<file path="config.mk">
export PLATFORM = sky130hd
export DESIGN_NAME = stopwatch_datapath
export DESIGN_NICKNAME = d
export VERILOG_FILES = /design/src/rtl/stopwatch_datapath.sv
export SDC_FILE = /design/constraint.sdc
export NUM_CORES = 1
export LEC_CHECK = 0
export CAP_MARGIN = 10
export CORE_ASPECT_RATIO = 0.8
export CORE_UTILIZATION = 40
export DETAILED_ROUTE_END_ITERATION = 12
export PLACE_DENSITY_LB_ADDON = 0.08
export SLEW_MARGIN = 20
export SYNTH_ARGS = -nofsm -noshare
export SYNTH_HDL_FRONTEND = slang
export SYNTH_SLANG_ARGS = --single-unit
</file>
<file path="constraint.sdc">
create_clock -name clk -period 2.8 [get_ports clk]
set_input_delay 0.84 -clock clk [delete_from_list [all_inputs] [get_ports clk]]
set_output_delay 0.84 -clock clk [all_outputs]
set_load 0.05 [all_outputs]
</file>
<file path="src/rtl/stopwatch_datapath.sv">
// rtl/stopwatch_datapath.sv - centisecond stopwatch: prescaler plus msec/sec/min/hour cascade
module stopwatch_datapath #(
    parameter int CLK_FREQ = 100_000_000,
    parameter int TICK_HZ  = 100
) (
    input  logic       clk,
    input  logic       reset,
    input  logic       i_run_stop,
    input  logic       i_clear,
    output logic [6:0] o_msec,
    output logic [5:0] o_sec,
    output logic [5:0] o_min,
    output logic [4:0] o_hour,
    output logic       o_tick
);

    localparam int DIV   = CLK_FREQ / TICK_HZ;
    localparam int CNT_W = (DIV > 1) ? $clog2(DIV) : 1;
    localparam logic [CNT_W-1:0] CNT_LAST = CNT_W'(DIV - 1);

    logic [CNT_W-1:0] r_cnt;
    logic [CNT_W-1:0] cnt_nxt;
    logic [6:0]       msec_nxt;
    logic [5:0]       sec_nxt;
    logic [5:0]       min_nxt;
    logic [4:0]       hour_nxt;
    logic             tick_nxt;

    // Next-state: clear beats run beats hold; the whole carry chain resolves in one tick
    always_comb begin
        cnt_nxt  = r_cnt;
        msec_nxt = o_msec;
        sec_nxt  = o_sec;
        min_nxt  = o_min;
        hour_nxt = o_hour;
        tick_nxt = 1'b0;
        if (i_clear) begin
            cnt_nxt  = '0;
            msec_nxt = '0;
            sec_nxt  = '0;
            min_nxt  = '0;
            hour_nxt = '0;
        end else if (i_run_stop) begin
            if (r_cnt == CNT_LAST) begin
                cnt_nxt  = '0;
                tick_nxt = 1'b1;
                if (o_msec == 7'd99) begin
                    msec_nxt = '0;
                    if (o_sec == 6'd59) begin
                        sec_nxt = '0;
                        if (o_min == 6'd59) begin
                            min_nxt  = '0;
                            hour_nxt = (o_hour == 5'd23) ? 5'd0 : o_hour + 5'd1;
                        end else begin
                            min_nxt = o_min + 6'd1;
                        end
                    end else begin
                        sec_nxt = o_sec + 6'd1;
                    end
                end else begin
                    msec_nxt = o_msec + 7'd1;
                end
            end else begin
                cnt_nxt = r_cnt + 1'b1;
            end
        end
    end

    // State registers; every output comes straight from a flop
    always_ff @(posedge clk or posedge reset) begin
        if (reset) begin
            r_cnt  <= '0;
            o_msec <= '0;
            o_sec  <= '0;
            o_min  <= '0;
            o_hour <= '0;
            o_tick <= 1'b0;
        end else begin
            r_cnt  <= cnt_nxt;
            o_msec <= msec_nxt;
            o_sec  <= sec_nxt;
            o_min  <= min_nxt;
            o_hour <= hour_nxt;
            o_tick <= tick_nxt;
        end
    end

endmodule

</file>
[Word level (Yosys, flattened, before mapping)]
Index checks and enable logic that the tools add are counted.
Storage, ports and cells
  register bits: 45
  logic and storage cells: 53
Cells by class
  add/sub/neg operators: 5
  equal/unequal tests: 5
  multiplexer cells: 28
  reductions and logical operators: 9
Operators with widths (number)
  $mux W6: 11
  $mux W20: 3
  $mux W5: 7
  $mux W7: 4
  $add A20 B1 Y20 const B: 1
  $eq A20 B20 Y1 const B: 1
  $add A6 B1 Y6 const B: 2
  $eq A6 B6 Y1 const B: 2
  $reduce_bool A2 Y1: 5
  $add A7 B1 Y7 const B: 1
  $eq A7 B7 Y1 const B: 1
  $add A5 B1 Y5 const B: 1
  $eq A5 B5 Y1 const B: 1
  $reduce_and A5 Y1: 1
  $reduce_and A4 Y1: 1
  $mux W1: 3
  $reduce_and A3 Y1: 1
  $reduce_and A2 Y1: 1

[Depth between registers and ports, before layout]
Gate-level depths: netlist (run 1).
  word-level depth: 8
  mapped depth: 8

[Worst setup path before layout (run 1)]
No wires, ideal clock.
  path kind: flip-flop to flip-flop
  from: reg o_msec[3]
  to: reg o_min[4]
  library setup time: 136 ps
  arrival time: 2250 ps
  data required time: 2664 ps
  slack: 414 ps
  stages on the path, launching flop included: 7
  buffers on the path: 1
  clock period less this slack: 2386 ps
  cell sequence: dfrtp_1 > or4b_4 > nor4_4 > nand2_1 > buf_2 > o41ai_1 > a21oi_1
On the way
  cells in the longest elaborated chain, start to end: 3
RTL lines
  from (decl): RTL line 10  | output logic [6:0] o_msec,
  from (signal assigned): RTL line 80  | o_msec <= msec_nxt;
  $eq A7 B7 Y1: RTL line 47  | if (o_msec == 7'd99) begin
  $reduce_bool A2 Y1 (no source line)
  $reduce_and A4 Y1 (no source line)
  to (signal assigned): RTL line 82  | o_min <= min_nxt;
  to (decl): RTL line 12  | output logic [5:0] o_min,
Every way passes these cells.
A chain may end at the register's enable or synchronous reset.

[Worst setup path in the final report (run 1)]
  from: reg r_cnt[0]
  to: reg o_msec[5]
On the way
  cells in the longest elaborated chain, start to end: 3
RTL lines
  from (decl): RTL line 21  | logic [CNT_W-1:0] r_cnt;
  from (signal assigned): RTL line 79  | r_cnt <= cnt_nxt;
  $eq A20 B20 Y1: RTL line 44  | if (r_cnt == CNT_LAST) begin
  $reduce_bool A2 Y1 (no source line)
  $reduce_and A2 Y1 (no source line)
Every way passes these cells.

==> flow_results.xml, run 1 <==
<?xml version="1.0" encoding="UTF-8"?>
<metrics>
  <group name="route">
    <metric name="dr.pass1.iters" unit="">4</metric>
    <metric name="drtAntennaViolNets" unit="">0</metric>
    <metric name="route.vias.total" unit="">2162</metric>
    <metric name="drcViolationCount" unit="">0</metric>
    <metric name="drt-initial-drc-count" unit="">126</metric>
    <metric name="postRouteWirelength" unit="um">5730</metric>
    <metric name="route.detailed.wl_per_inst" unit="um">14.8</metric>
    <metric name="vias_cell" unit="">5.57</metric>
  </group>
  <group name="floorplan">
    <metric name="core.rowCount" unit="">25</metric>
    <metric name="die-area" unit="um2">6480</metric>
    <metric name="initial_core_util" unit="%">41.7</metric>
    <metric name="floorplan.core_area" unit="um2">5910</metric>
    <metric name="io_pins" unit="">29</metric>
    <metric name="die_h" unit="um">72.2</metric>
    <metric name="die_w" unit="um">89.7</metric>
  </group>
  <group name="cells_and_area">
    <metric name="design_area" unit="um2">3020</metric>
    <metric name="finish.net_count" unit="">315</metric>
    <metric name="fraction_of_layout_cells_with_a_size_suffix_above_1" unit="%">10.4</metric>
    <metric name="syn2layout_area_growth" unit="%">22.6</metric>
    <metric name="layout.cells.most_common" unit="">dfrtp_1</metric>
    <metric name="antennaDiodeCount" unit="">0</metric>
    <metric name="finalCoreUtilization" unit="%">51.1</metric>
    <metric name="most-common-layout-cells" unit="">dfrtp_1, nor2_1, clkdlybuf4s50_1</metric>
  </group>
  <group name="clocking">
    <metric name="number_of_clock_sinks_seen_by_cts" unit="">45</metric>
    <metric name="clock-root-buffer" unit="">clkbuf_8</metric>
    <metric name="clkLatencyLatePin" unit="ns">0.29</metric>
    <metric name="ctsHtreeMaxLevel" unit="">2</metric>
    <metric name="tritoncts.num_buffers" unit="">5</metric>
    <metric name="holdBufCountCts" unit="">0</metric>
    <metric name="post_cts_resized" unit="">0</metric>
    <metric name="post-cts-setup-buffers" unit="">0</metric>
    <metric name="tritoncts_clock_tree" unit="">built</metric>
    <metric name="clkTransAtPathRegs" unit="ns">0.08</metric>
    <metric name="max-clock-path-buffers" unit="">2</metric>
  </group>
  <group name="logic_synthesis">
    <metric name="synth.area.top_cells" unit="">dfrtp_1, a21oi_1, nor2_1</metric>
    <metric name="synth_warnings" unit="">0</metric>
    <metric name="yosysUniqueCellTypes" unit="">38</metric>
    <metric name="yosys_most_used_dff" unit="">dfrtp_1</metric>
    <metric name="async_flop_share" unit="%">100</metric>
    <metric name="postSynthNetCount" unit="">277</metric>
    <metric name="netlist.top_cell.by_area" unit="">dfrtp_1</metric>
    <metric name="synth_top_area_share" unit="%">45.7</metric>
    <metric name="synthesis.instances" unit="">268</metric>
    <metric name="sequential_fraction_of_the_synthesis_area" unit="%">45.7</metric>
    <metric name="synth-edff-count" unit="">0</metric>
    <metric name="synth_area_per_cell" unit="um2">9.19</metric>
    <metric name="synth_area" unit="um2">2460</metric>
    <metric name="yosys_register_bits" unit="">45</metric>
  </group>
  <group name="worst_setup_path">
    <metric name="worst_ep_required_time" unit="ns">3.01</metric>
    <metric name="cp_cell_sequence" unit="">ha_1, or4bb_4, nor3_2, nand4_1, or4_1, a21oi_1</metric>
    <metric name="worstSetupEndpoint" unit="">o_msec[5]</metric>
    <metric name="critical_path.slowest_cell" unit="">or4_1</metric>
    <metric name="worstReg2RegEnd" unit="">o_msec[5]</metric>
    <metric name="critical_path.max_fanout" unit="">10</metric>
    <metric name="path_class" unit="">flop to flop</metric>
    <metric name="critical_path_arrival" unit="ns">2.80</metric>
    <metric name="startpoint_types" unit="">flop</metric>
    <metric name="worst_setup_path_startpoint" unit="">r_cnt[0]</metric>
    <metric name="kind_of_end_point_of_the_critical_path" unit="">flop</metric>
    <metric name="cpPeakStageDelay" unit="ns">0.62</metric>
    <metric name="reg2reg_from" unit="">r_cnt[0]</metric>
    <metric name="reg2reg_depth" unit="">6</metric>
    <metric name="worst-r2r-setup-slack" unit="ns">0.21</metric>
  </group>
  <group name="placement">
    <metric name="placed_area" unit="um2">2900</metric>
    <metric name="dpl_worst_slack" unit="ns">0.0897</metric>
    <metric name="post-dp-hpwl" unit="um">4090</metric>
    <metric name="numPortBuffers" unit="">28</metric>
    <metric name="place_congestion" unit="">0.782</metric>
  </group>
  <group name="timing">
    <metric name="fin_worst_skew" unit="ns">0.00774</metric>
    <metric name="fin_setup_tns" unit="ns">0</metric>
    <metric name="timing.final.setup_violations" unit="">0</metric>
    <metric name="report.final.hold_viol_count" unit="">0</metric>
    <metric name="worst_slew_margin_rel" unit="%">55.7</metric>
    <metric name="period_minus_slack" unit="ns">2.59</metric>
    <metric name="postLayoutSetupSlackWorst" unit="ns">0.207</metric>
    <metric name="max_slew_violation_count" unit="">0</metric>
    <metric name="worst_pin_slew" unit="ns">0.660</metric>
    <metric name="finalCritPeriodShare" unit="%">92.6</metric>
    <metric name="unrepaired_setup_endpoints_after_global_routing" unit="">no</metric>
    <metric name="max_clock_freq" unit="MHz">386</metric>
  </group>
  <group name="grt">
    <metric name="grt_pass1_vias" unit="">1905</metric>
    <metric name="grt_max_degree" unit="">32</metric>
    <metric name="global_route.overflow_total" unit="">0</metric>
    <metric name="antenna_found_initial" unit="">0</metric>
    <metric name="groute.usage.overall" unit="%">18.9</metric>
    <metric name="grt_first_pass_wirelength" unit="um">9690</metric>
  </group>
  <group name="run_status">
    <metric name="status" unit="">finished, final reports clean</metric>
  </group>
  <group name="job">
    <metric name="max_cap_violations" unit="">0</metric>
  </group>
  <group name="power">
    <metric name="leakage" unit="nW">1.20</metric>
    <metric name="p_total" unit="mW">1.21</metric>
    <metric name="pwr_dens" unit="nW/um2">400</metric>
    <metric name="worst_ir_drop_vdd" unit="mV">0.217</metric>
  </group>
  <group name="worst_hold_path">
    <metric name="hp-class" unit="">flop to flop</metric>
  </group>
</metrics>
## sequential cells by signal (all words and copies together) (netlist names)
signal,count
o_tick,1
o_min,6
r_cnt,20
o_hour,5
o_sec,6
o_msec,7
## synthesized netlist by cell type (3+ instances only)
library cell / count
dfrtp_1: 45
nor2_1: 31
nand2_1: 26
a21oi_1: 25
nand3_1: 20
o21ai_0: 14
xor2_1: 11
nand4_1: 10
and3_1: 6
clkbuf_1: 6
nand3b_1: 6
or4_1: 6
ha_1: 5
inv_1: 5
nor3_1: 5
or3_1: 5
and2_1: 4
nand4b_1: 4
xnor2_1: 4
a31oi_1: 3
buf_2: 3
or4b_4: 3
## cell families (layout without fill, tap and decap cells)
kind of cell,count (synthesis),after routing,share of synthesized area [%]
and+or+nand+nor,138,138,32.0
adders and majority gates,5,5,2.54
AOI/OAI and AO/OA,48,48,10.7
muxes,2,2,0.813
buffers and inverters,15,54,2.84
xor gates and xnor gates,15,15,5.33
DFF,45,45,45.7
## per-stage QoR
step                cells  hold WS [ns]
finish                388         0.558
global route          388         0.588
CTS                   388         0.568
detailed placement    380         0.549
global placement      380         0.540
floorplan             268         0.502
## critical path, delay by kind of cell (launching register included)
kind	cells	cell delay, ns
AO/OA/AOI/OAI	1	0.17
adder cells (fa/ha/maj)	1	0.25
flip-flops	1	0.42
AND/OR/NAND/NOR	4	1.68
## power breakdown
part | leakage (nW) | internal (mW) | switching [mW]
Combinational | 0.512 | 0.0138 | 0.0320
Sequential | 0.628 | 0.651 | 0.00266
Clock | 0.0585 | 0.291 | 0.216
## how the worst min path moves through the flow
stage / from / endpoint / slack, ns / cells past startpoint
finish: r_cnt[16] / r_cnt[16] / 0.56 / 2
global route: r_cnt[16] / r_cnt[16] / 0.59 / 2
CTS: r_cnt[16] / r_cnt[16] / 0.57 / 2
detailed placement: r_cnt[16] / r_cnt[16] / 0.55 / 2
global placement: r_cnt[16] / r_cnt[16] / 0.54 / 2
floorplan: r_cnt[19] / r_cnt[19] / 0.50 / 2
## layout make-up
class	count	area [um2]
Clock inverter	1	30.0
Sequential cell	45	1130
Tap cell	81	101
Clock buffer	7	86.3
Multi-Input combinational cell	208	1270
Fill cell	551	2890
Inverter	5	18.8
Timing Repair Buffer	41	390
## layer usage
| metal | wire (um) | global-route usage [%] |
|---|---|---|
| met4 | 27 | 3.83 |
| met3 | 199 | 3.98 |
| met5 | 0 | 0 |
| met2 | 2360 | 25.1 |
| met1 | 3140 | 30.7 |
No activity file was read; power rests on OpenSTA's default activity.
==> run 2, diff against run 1 <==
- RECOVER_POWER: default -> 25
==> run 2 against run 1 <==
Against the previous run: wire length decreased by 0.38%; die area unchanged; highest routed layer unchanged; power decreased by 0.11%; sequential share of layout area about the same; largest cell class unchanged; cell count unchanged; non-clock buffer count unchanged.
==> flow_results.xml, run 2 (synthesis gave the netlist of run 1 again) <==
<?xml version="1.0" encoding="UTF-8"?>
<metrics>
  <group name="clocking">
    <metric name="max-clock-path-buffers" unit="">2</metric>
    <metric name="number_of_clock_sinks_seen_by_cts" unit="">45</metric>
    <metric name="ctsHtreeMaxLevel" unit="">2</metric>
    <metric name="clock-root-buffer" unit="">clkbuf_8</metric>
    <metric name="tritoncts.num_buffers" unit="">5</metric>
    <metric name="post-cts-setup-buffers" unit="">0</metric>
    <metric name="holdBufCountCts" unit="">0</metric>
    <metric name="clkTransAtPathRegs" unit="ns">0.08</metric>
    <metric name="post_cts_resized" unit="">0</metric>
    <metric name="clkLatencyLatePin" unit="ns">0.29</metric>
    <metric name="tritoncts_clock_tree" unit="">built</metric>
  </group>
  <group name="power">
    <metric name="leakage" unit="nW">1.20</metric>
    <metric name="p_total" unit="mW">1.21</metric>
    <metric name="pwr_dens" unit="nW/um2">400</metric>
    <metric name="worst_ir_drop_vdd" unit="mV">0.217</metric>
  </group>
  <group name="route">
    <metric name="drtAntennaViolNets" unit="">0</metric>
    <metric name="dr.pass1.iters" unit="">4</metric>
    <metric name="vias_cell" unit="">5.53</metric>
    <metric name="postRouteWirelength" unit="um">5710</metric>
    <metric name="route.detailed.wl_per_inst" unit="um">14.7</metric>
    <metric name="route.vias.total" unit="">2145</metric>
    <metric name="drt-initial-drc-count" unit="">132</metric>
    <metric name="drcViolationCount" unit="">0</metric>
  </group>
  <group name="timing">
    <metric name="timing.final.setup_violations" unit="">0</metric>
    <metric name="max_clock_freq" unit="MHz">385</metric>
    <metric name="fin_worst_skew" unit="ns">0.00790</metric>
    <metric name="fin_setup_tns" unit="ns">0</metric>
    <metric name="worst_pin_slew" unit="ns">0.839</metric>
    <metric name="period_minus_slack" unit="ns">2.60</metric>
    <metric name="unrepaired_setup_endpoints_after_global_routing" unit="">no</metric>
    <metric name="finalCritPeriodShare" unit="%">92.7</metric>
    <metric name="worst_slew_margin_rel" unit="%">44.0</metric>
    <metric name="max_slew_violation_count" unit="">0</metric>
    <metric name="report.final.hold_viol_count" unit="">0</metric>
  </group>
  <group name="worst_setup_path">
    <metric name="worstReg2RegEnd" unit="">o_msec[5]</metric>
    <metric name="worstSetupEndpoint" unit="">o_msec[5]</metric>
    <metric name="critical_path_arrival" unit="ns">2.81</metric>
    <metric name="worst-r2r-setup-slack" unit="ns">0.20</metric>
    <metric name="startpoint_types" unit="">flop</metric>
    <metric name="cpPeakStageDelay" unit="ns">0.62</metric>
    <metric name="reg2reg_depth" unit="">6</metric>
    <metric name="path_class" unit="">flop to flop</metric>
    <metric name="cp_cell_sequence" unit="">ha_1, or4bb_4, nor3_2, nand4_1, or4_1, a21oi_1</metric>
    <metric name="worst_setup_path_startpoint" unit="">r_cnt[0]</metric>
    <metric name="critical_path.slowest_cell" unit="">or4_1</metric>
    <metric name="reg2reg_from" unit="">r_cnt[0]</metric>
    <metric name="kind_of_end_point_of_the_critical_path" unit="">flop</metric>
    <metric name="critical_path.max_fanout" unit="">10</metric>
    <metric name="worst_ep_required_time" unit="ns">3.01</metric>
  </group>
  <group name="cells_and_area">
    <metric name="layout.cells.most_common" unit="">dfrtp_1</metric>
    <metric name="syn2layout_area_growth" unit="%">22.4</metric>
    <metric name="finish.net_count" unit="">315</metric>
    <metric name="antennaDiodeCount" unit="">0</metric>
    <metric name="reg_top3" unit="">r_cnt: 20 flops, o_msec: 7 flops</metric>
    <metric name="flip_flop_count_of_the_largest_register_all_copies_and_words_added" unit="">20</metric>
    <metric name="largest-register" unit="">r_cnt</metric>
    <metric name="most-common-layout-cells" unit="">dfrtp_1, nor2_1, clkdlybuf4s50_1</metric>
    <metric name="fraction_of_layout_cells_with_a_size_suffix_above_1" unit="%">9.77</metric>
  </group>
  <group name="placement">
    <metric name="post-dp-hpwl" unit="um">4090</metric>
    <metric name="numPortBuffers" unit="">28</metric>
    <metric name="place_congestion" unit="">0.782</metric>
  </group>
  <group name="floorplan">
    <metric name="floorplan.core_area" unit="um2">5910</metric>
    <metric name="die-area" unit="um2">6480</metric>
    <metric name="die_w" unit="um">89.7</metric>
    <metric name="core.rowCount" unit="">25</metric>
    <metric name="io_pins" unit="">29</metric>
    <metric name="initial_core_util" unit="%">41.7</metric>
    <metric name="die_h" unit="um">72.2</metric>
  </group>
  <group name="grt">
    <metric name="global_route.overflow_total" unit="">0</metric>
    <metric name="groute.usage.overall" unit="%">18.9</metric>
    <metric name="grt_pass1_vias" unit="">1905</metric>
    <metric name="grt_max_degree" unit="">32</metric>
    <metric name="grt_first_pass_wirelength" unit="um">9690</metric>
    <metric name="antenna_found_initial" unit="">0</metric>
  </group>
  <group name="run_status">
    <metric name="status" unit="">finished, final reports clean</metric>
  </group>
  <group name="job">
    <metric name="max_cap_violations" unit="">0</metric>
  </group>
  <group name="worst_hold_path">
    <metric name="hp-class" unit="">flop to flop</metric>
  </group>
</metrics>
-- run 2: worst max-delay path: cells and delay by family (launching register included) --
kind                       cells  cell delay [ns]
and+or+nand+nor                4             1.69
DFF                            1             0.42
adders and majority gates      1             0.25
AOI/OAI and AO/OA              1             0.17
-- run 2: layout make-up --
type	instances	area [um2]
Timing Repair Buffer	41	387
Fill cell	553	2900
Multi-Input combinational cell	208	1270
Tap cell	81	101
Clock buffer	7	86.3
Inverter	5	18.8
Sequential cell	45	1130
Clock inverter	1	30.0
-- run 2: stage by stage --
stage | std cells | util (%) | hold slack [ns] | worst slack (ns) | area [um2]
after floorplan | 268 | - | 0.502 | 0.414 | 2460
after global placement | 380 | 49.1 | 0.540 | 0.108 | 2900
after detailed placement | 380 | 49.1 | 0.549 | 0.0897 | 2900
after CTS | 388 | 51.1 | 0.568 | 0.192 | 3020
after global routing | 388 | 51.0 | 0.588 | 0.0352 | 3020
final | 388 | 51.0 | 0.558 | 0.204 | 3020
-- run 2: report_power, final --
part           switching [mW]  internal, mW  total (mW)
clock                   0.216         0.291       0.507
combinational          0.0318        0.0128      0.0446
sequential            0.00267         0.651       0.654
-- run 2: per-layer routing --
| metal | routed length, um | share of wire, % | global-route usage, % | vias to the layer above |
|---|---|---|---|---|
| li1 | - | - | - | 1049 |
| met5 | 0 | 0 | 0 | - |
| met4 | 27 | 0.47 | 3.83 | 0 |
| met1 | 3110 | 54 | 30.7 | 1054 |
| met3 | 208 | 3.6 | 3.98 | 2 |
| met2 | 2360 | 41 | 25.1 | 40 |
-- run 2: worst min path at each step --
stage              start        end  slack [ns]  cells past startpoint
6_report       r_cnt[16]  r_cnt[16]        0.56                      2
3_5_place_dp   r_cnt[16]  r_cnt[16]        0.55                      2
4_1_cts        r_cnt[16]  r_cnt[16]        0.57                      2
3_3_place_gp   r_cnt[16]  r_cnt[16]        0.54                      2
5_1_grt        r_cnt[16]  r_cnt[16]        0.59                      2
2_1_floorplan  r_cnt[19]  r_cnt[19]        0.50                      2
==> run 3, diff against run 2 <==
- ABC_CLOCK_PERIOD_IN_PS: default -> 2800
==> results of run 3 <==
The final DEF is identical to that of run 2; final timing and power are the same.
